**config.mk**
```make
export PLATFORM = sky130hd
export DESIGN_NAME = key_event_counter
export DESIGN_NICKNAME = d
export VERILOG_FILES = /design/src/rtl/key_event_counter.sv
export SDC_FILE = /design/constraint.sdc
export NUM_CORES = 1
export LEC_CHECK = 0
export CORE_ASPECT_RATIO = 0.7
export CORE_MARGIN = 10
export CORE_UTILIZATION = 55
export DETAILED_ROUTE_END_ITERATION = 10
export DONT_BUFFER_PORTS = 1
export PLACE_DENSITY = 0.73
export SYNTH_ARGS = -nofsm -noshare
export SYNTH_HDL_FRONTEND = slang
export SYNTH_SLANG_ARGS = --single-unit
export TNS_END_PERCENT = 50
```
**constraint.sdc**
```tcl
create_clock -name clk100_i -period 1.81 [get_ports clk100_i]
set_input_delay 0.181 -clock clk100_i [delete_from_list [all_inputs] [get_ports clk100_i]]
set_output_delay 0.181 -clock clk100_i [all_outputs]
set_load 0.01 [all_outputs]
```
**src/rtl/key_event_counter.sv**
```systemverilog
// key_event_counter: debounced push-button event counter/accumulator with hex display
module key_event_counter #(
  parameter int SW_WIDTH        = 10,
  parameter int NUM_DIGITS      = 4,
  parameter int DEBOUNCE_CYCLES = 4,
  parameter int MODE            = 0,
  parameter int SATURATE        = 0
) (
  input  logic                    clk100_i,
  input  logic                    rst_i,
  input  logic [SW_WIDTH-1:0]     sw_i,
  input  logic [2:0]              key_i,
  output logic [SW_WIDTH-1:0]     ledr_o,
  output logic [4*NUM_DIGITS-1:0] count_o,
  output logic                    ovf_o,
  output logic [7*NUM_DIGITS-1:0] hex_o
);
  localparam int CW  = 4 * NUM_DIGITS;
  localparam int DCW = DEBOUNCE_CYCLES > 1 ? $clog2(DEBOUNCE_CYCLES) : 1;
  localparam int AW  = (SW_WIDTH > CW ? SW_WIDTH : CW) + 1;
  localparam logic [DCW-1:0] DC_LAST = DCW'(DEBOUNCE_CYCLES - 1);

  logic [2:0]            k1_q, k2_q, st_q, st_d;
  logic [2:0][DCW-1:0]   dc_q, dc_d;
  logic [SW_WIDTH-1:0]   sw1_q, sw2_q, ledr_q, ledr_d;
  logic [CW-1:0]         count_q, count_d;
  logic                  ovf_q, ovf_d;
  logic [7*NUM_DIGITS-1:0] hex_q, hex_d;
  logic [AW-1:0]         sum;
  logic                  press, clear, carry;

  function automatic logic [6:0] seg(input logic [3:0] n);
    case (n)
      4'h0: seg = 7'b1000000;
      4'h1: seg = 7'b1111001;
      4'h2: seg = 7'b0100100;
      4'h3: seg = 7'b0110000;
      4'h4: seg = 7'b0011001;
      4'h5: seg = 7'b0010010;
      4'h6: seg = 7'b0000010;
      4'h7: seg = 7'b1111000;
      4'h8: seg = 7'b0000000;
      4'h9: seg = 7'b0010000;
      4'hA: seg = 7'b0001000;
      4'hB: seg = 7'b0000011;
      4'hC: seg = 7'b1000110;
      4'hD: seg = 7'b0100001;
      4'hE: seg = 7'b0000110;
      default: seg = 7'b0001110;
    endcase
  endfunction

  // A key level is accepted only after DEBOUNCE_CYCLES consecutive differing samples
  always_comb begin
    st_d = st_q;
    dc_d = '0;
    for (int i = 0; i < 3; i++) begin
      st_d[i] = (k2_q[i] != st_q[i] && dc_q[i] == DC_LAST) ? k2_q[i] : st_q[i];
      dc_d[i] = (k2_q[i] == st_q[i] || dc_q[i] == DC_LAST) ? '0 : dc_q[i] + 1'b1;
    end
  end

  always_comb begin
    press   = st_q[0] & ~st_d[0];
    clear   = st_q[2] & ~st_d[2];
    sum     = (MODE == 1) ? AW'(count_q) + AW'(sw2_q) : AW'(count_q) + AW'(1);
    carry   = |sum[AW-1:CW];
    count_d = clear ? '0 : !press ? count_q : (carry && SATURATE != 0) ? '1 : sum[CW-1:0];
    ovf_d   = clear ? 1'b0 : ovf_q | (press & carry);
    ledr_d  = (press && !clear) ? sw2_q : ledr_q;
    hex_d   = '0;
    for (int i = 0; i < NUM_DIGITS; i++) hex_d[7*i +: 7] = seg(count_q[4*i +: 4]);
  end

  always_ff @(posedge clk100_i) begin
    if (rst_i) begin
      k1_q    <= '1;
      k2_q    <= '1;
      st_q    <= '1;
      dc_q    <= '0;
      sw1_q   <= '0;
      sw2_q   <= '0;
      ledr_q  <= '0;
      count_q <= '0;
      ovf_q   <= 1'b0;
      hex_q   <= {NUM_DIGITS{7'b1000000}};
    end else begin
      k1_q    <= key_i;
      k2_q    <= k1_q;
      st_q    <= st_d;
      dc_q    <= dc_d;
      sw1_q   <= sw_i;
      sw2_q   <= sw1_q;
      ledr_q  <= ledr_d;
      count_q <= count_d;
      ovf_q   <= ovf_d;
      hex_q   <= hex_d;
    end
  end

  assign ledr_o  = ledr_q;
  assign count_o = count_q;
  assign ovf_o   = ovf_q;
  assign hex_o   = hex_q;
endmodule

```
---- Yosys cells after proc, flatten, opt, wreduce, memory -nomap -nowiden ----
Memory sizes are Yosys's and may differ from the RTL's. A register that Yosys moved wholly into a read port is not among the register bits.
Cells that the tools add are included.
W data, S select, Z words.
operators by class
  add/sub/neg operators ................... 3
  equal/unequal tests ..................... 6
  muxes and demuxes ....................... 2
  bitwise logic cells ..................... 6
  reduce and logical (&&, ||, !) cells .... 9
operator list
  operator                 number
  $add A16 B1 Y17 const B  1
  $reduce_or A2 Y1         3
  $add A2 B1 Y2 const B    2
  $eq A2 B2 Y1 const B     2
  $and A1 B1 Y1            3
  $logic_and A1 B1 Y1      3
  $eq A1 B1 Y1             2
  $logic_or A1 B1 Y1       2
  $mux W1                  2
  $ne A1 B1 Y1             2
  $not A1 Y1               2
  $logic_not A1 Y1         1
  $or A1 B1 Y1             1
word-level totals
  register bits after elaboration ......... 59
  memory bits (read-only) ................. 448
  output and inout bits ................... 55
  word-level logic and storage cells ...... 40
  memories kept ........................... 4
memory list
  memory            words  width  read ports  clocked after memory_dff  wr ports  line  RTL
  (name not given)  16     7      1           1                         0         33    case (n)
  (name not given)  16     7      1           1                         0         33
  (name not given)  16     7      1           1                         0         33
  (name not given)  16     7      1           1                         0         33

---- Depth between registers and ports, before layout ----
  depth in word-level cells ............... 7
  gate-level depth with buffers ........... 6

---- Worst setup path after synthesis ----
OpenSTA, ideal clock, no wires.
  path type ............................... reg2reg
  start point ............................. register count_q[0], in the netlist count_o[0]
  end point ............................... register count_q[14], in the netlist count_o[14]
  library setup time ...................... 0.070 ns
  data arrival time ....................... 1.874 ns
  setup slack ............................. -0.133 ns
  cell stages (with the launch flop) ...... 6
  path buffers ............................ 0
  period minus slack after synthesis ...... 1.943 ns
  cell sequence ........................... dfxtp_1 -> ha_1 -> nand4b_4 -> or4_4 -> or3_1 -> a21oi_1
on the way
  longest elaborated chain between the ends .. 1
ends and longest elaborated chain
  item                    line  RTL
  from (decl)             26    logic [CW-1:0] count_q, count_d;
  from (signal assigned)  95    count_q <= count_d;
  $add A16 B1 Y17         66    sum = (MODE == 1) ? AW'(count_q) + AW'(sw2_q) : AW'(count_q) + AW'(1);
Every way passes these cells.
A chain may end at the register's enable or synchronous reset.

---- Worst setup path in the final report ----
  start point ............................. register dc_q[0] (netlist name)
  end point ............................... register count_q[14], in the netlist count_o[14]
on the way
  longest elaborated chain between the ends .. 5
ends and longest elaborated chain
  item                    line  RTL
  from (decl)             24    logic [2:0][DCW-1:0] dc_q, dc_d;
  from (signal assigned)  80    dc_q <= '0;
  from (signal assigned)  91    dc_q <= dc_d;
  $eq A2 B2 Y1            58    st_d[i] = (k2_q[i] != st_q[i] && dc_q[i] == DC_LAST) ? k2_q[i] : st_q[i];
  $logic_and A1 B1 Y1     58
  $mux W1                 58
  $not A1 Y1              64    press = st_q[0] & ~st_d[0];
  $and A1 B1 Y1           64
Every way passes these cells.

==> results by group <==
STA
  – Worst Skew: 0.0140 ns
  – Final-report setup violation count: 0
  – Fin crit period: 1.73 ns
  – Peak Freq: 576 MHz
  – Fin crit share: 95.8%
  – Slew Viols, Final: 0
  – Relative slew slack: 56.6%
  – Least-Margin Pin Slew: 0.651 ns
  – Final hold viol count: 0

Routing
  – Post-Route WL: 7570 um
  – Vias per inst: 5.32
  – ANT nets after route: 0
  – DRC Markers: 0
  – Vias after detailed routing: 2735
  – DRT Pass-1 Iters: 4
  – Wire per inst: 14.7 um
  – Iter 0 DRT Violations: 208

GRT
  – Met3 usage: 6.97%
  – Total GRT Usage: 15.3%
  – Largest net degree at the start of global routing: 66
  – Vias in the first global route: 2552
  – Global-route track usage on met2: 22.0%
  – Met1 GRT Util: 19.9%
  – Gr busiest metal: met2
  – First-pass GRT wire length: 12600 um
  – Initial antenna violation count: 0
  – Global route overflow: 0

Cells and area
  – Layout cell share with drive strength beyond 1: 14.7%
  – Antenna Cells: 0
  – Post-Layout Inst Area: 4160 um^2
  – Highest-count cells in the layout ignoring fill and taps: 81 x dfxtp_1, 50 x nor2_1, 31 x a21oi_1, 29 x nand2_1, 25 x nor2b_1
  – Commonest non-fill, non-tap cell in the layout: dfxtp_1
  – Synthesis-to-layout area growth: 14.4%
  – Final #Nets: 459

Worst setup path
  – CP bufs+invs: 0
  – Critical-path top delay cell: or4_4
  – CP max FO: 5
  – Worst setup SP type: flop
  – Worst path cell trace: ha_2, nand4b_4, or4_4, or3_1, a21oi_1
  – Critical path capture point type: flop
  – Critical Path Stages: 5
  – Critical Path RT: 2.09 ns
  – Crit path max-delay family: simple AND/OR/NAND/NOR gates
  – Worst reg2reg path depth: 5
  – Critical Path AT: 2.02 ns
  – Max incr delay on CP: 0.53 ns
  – WS Path Type: reg -> reg

Power
  – Max IR drop VDD: 0.442 mV
  – Cell Pwr Density: 769 nW/um^2
  – Tot Pwr: 0.00320 W
  – Static Leak: 1.57 nW

Clock tree
  – CTS tree: built
  – CTS buffer count: 9
  – Reg clk slew, reported paths: 0.09 ns
  – Worst-Skew Late Latency: 0.36 ns
  – Post-CTS Setup Bufs: 0
  – Max Root-Sink Buffers: 2
  – CTS H-Tree Depth: 3
  – Clock sink count: 85
  – Root Buffer: clkbuf_8

Logic synthesis
  – Synth async-reset ratio: 0%
  – Post-synth top flop: dfxtp_1
  – Syn_area_per_cell: 9.18 um^2
  – Post-Syn Area: 3640 um^2
  – Yosys warns: 0
  – EDFF count, synth: 0
  – Largest cells by area after synthesis: dfxtp_1 47%, ha_1 8.9%, nor2_1 5.2%
  – Synth area leader: dfxtp_1
  – Top cell type's share of synthesized area: 46.8%
  – Sequential fraction of the synthesis area: 46.8%
  – Seq cells post-synth: 85
  – Distinct cells, synth: 48
  – Cells after Synth: 396
  – Net Count, Synth: 437

Flow run
  – Max-cap violations: 0

Placed design
  – GPL Wtd Cong: 0.840
  – Post-DP HPWL: 5310 um
  – Placed instance area: 3800 um^2
  – Number of port buffers: 0

Min path
  – Hold Path Class: in -> reg
  – Hold path cells: 2

Floorplanning
  – Die area: 10300 um^2
  – Die width: 117 um
  – Core area: 6340 um^2
  – I/O pins: 70
  – Cell row count: 24
  – Initial Util: 57.4%
  – Die height: 88.0 um

Status
  – Status: completed
per-layer routing:
layer / wire length [um] / vias up / share of wire [%]
li1: - / 1389 / -
met5: 0 / - / 0
met3: 705 / 10 / 9.3
met2: 3300 / 73 / 44
met1: 3490 / 1263 / 46
met4: 76 / 0 / 1.0
final timing paths:
check                           startpoint           to  slack, ns
worst max-delay path               dc_q[0]  count_o[14]       0.08
worst min-delay path                 rst_i    hex_o[15]       0.15
worst max register to register     dc_q[0]  count_o[14]       0.08
worst min register to register     k1_q[0]      k2_q[0]       0.41
per-stage QoR:
stage                     utilization [%]  setup TNS [ns]  std cells  hold slack, ns  setup WS (ns)
after floorplan                         -               0        396           0.285         0.0492
after global placement               60.0               0        484           0.262         0.0876
after detailed placement             60.0               0        484           0.263         0.0388
after CTS                            65.4               0        514           0.148         0.0184
after global routing                 65.6        -0.00284        514           0.160       -0.00284
final                                65.6               0        514           0.152         0.0753
power by group:
part | switching [W] | total [W] | leakage (nW) | internal, W
clock | 0.000673 | 0.00122 | 0.0893 | 0.000545
combinational | 0.0000377 | 0.0000804 | 0.792 | 0.0000427
sequential | 0.00000804 | 0.00190 | 0.692 | 0.00189
what timing repair did:
item	4_1_cts	5_1_grt
hold buffers	14	0
hold endpoints to repair	66	0
gates resized for setup	0	3
endpoints found under the setup margin	0	3
state kept, by name, summed over array words and instances (netlist names):
name,count
count_o,16
ledr_o,10
dc_q,4
ovf_o,1
hex_o,28
k2_q,2
sw2_q,10
sw1_q,10
st_q,2
k1_q,2
synth_stat cells (5+ instances only):
cell type / number
a211oi_1: 14
a21oi_1: 31
a311oi_1: 7
clkbuf_1: 16
dfxtp_1: 85
ha_1: 26
inv_1: 14
nand2_1: 29
nand2b_1: 9
nand3_1: 15
nand4_1: 5
nor2_1: 50
nor2b_1: 25
o21ai_0: 6
or2_2: 5
or3_1: 5
xnor2_1: 8
worst register-to-register path: cells and delay by family (launching register included):
family          cells  cell delay (ns)
compound gates      1             0.15
flops               1             0.34
fa+ha+maj           1             0.23
simple gates        3             0.95
layout make-up:
type	count	area, um^2
Tap cell	91	114
Multi-Input combinational cell	271	1770
Timing Repair Buffer	37	330
Sequential cell	85	1710
Clock inverter	6	46.3
Clock buffer	10	138
Fill cell	530	2180
Inverter	14	52.6
kinds of logic (layout without fill, tap and decap cells):
kind of cell	count (synthesis)	in the layout	synth area share [%]
AND/OR/NAND/NOR	159	159	22.3
flip-flops	85	85	46.8
AO/OA/AOI/OAI	71	71	12.8
buffers and inverters	40	67	5.26
adder cells (fa/ha/maj)	26	26	8.95
XOR/XNOR	11	11	2.65
multiplexers	4	4	1.20
Note: power is estimated with default switching activity, not from simulation.
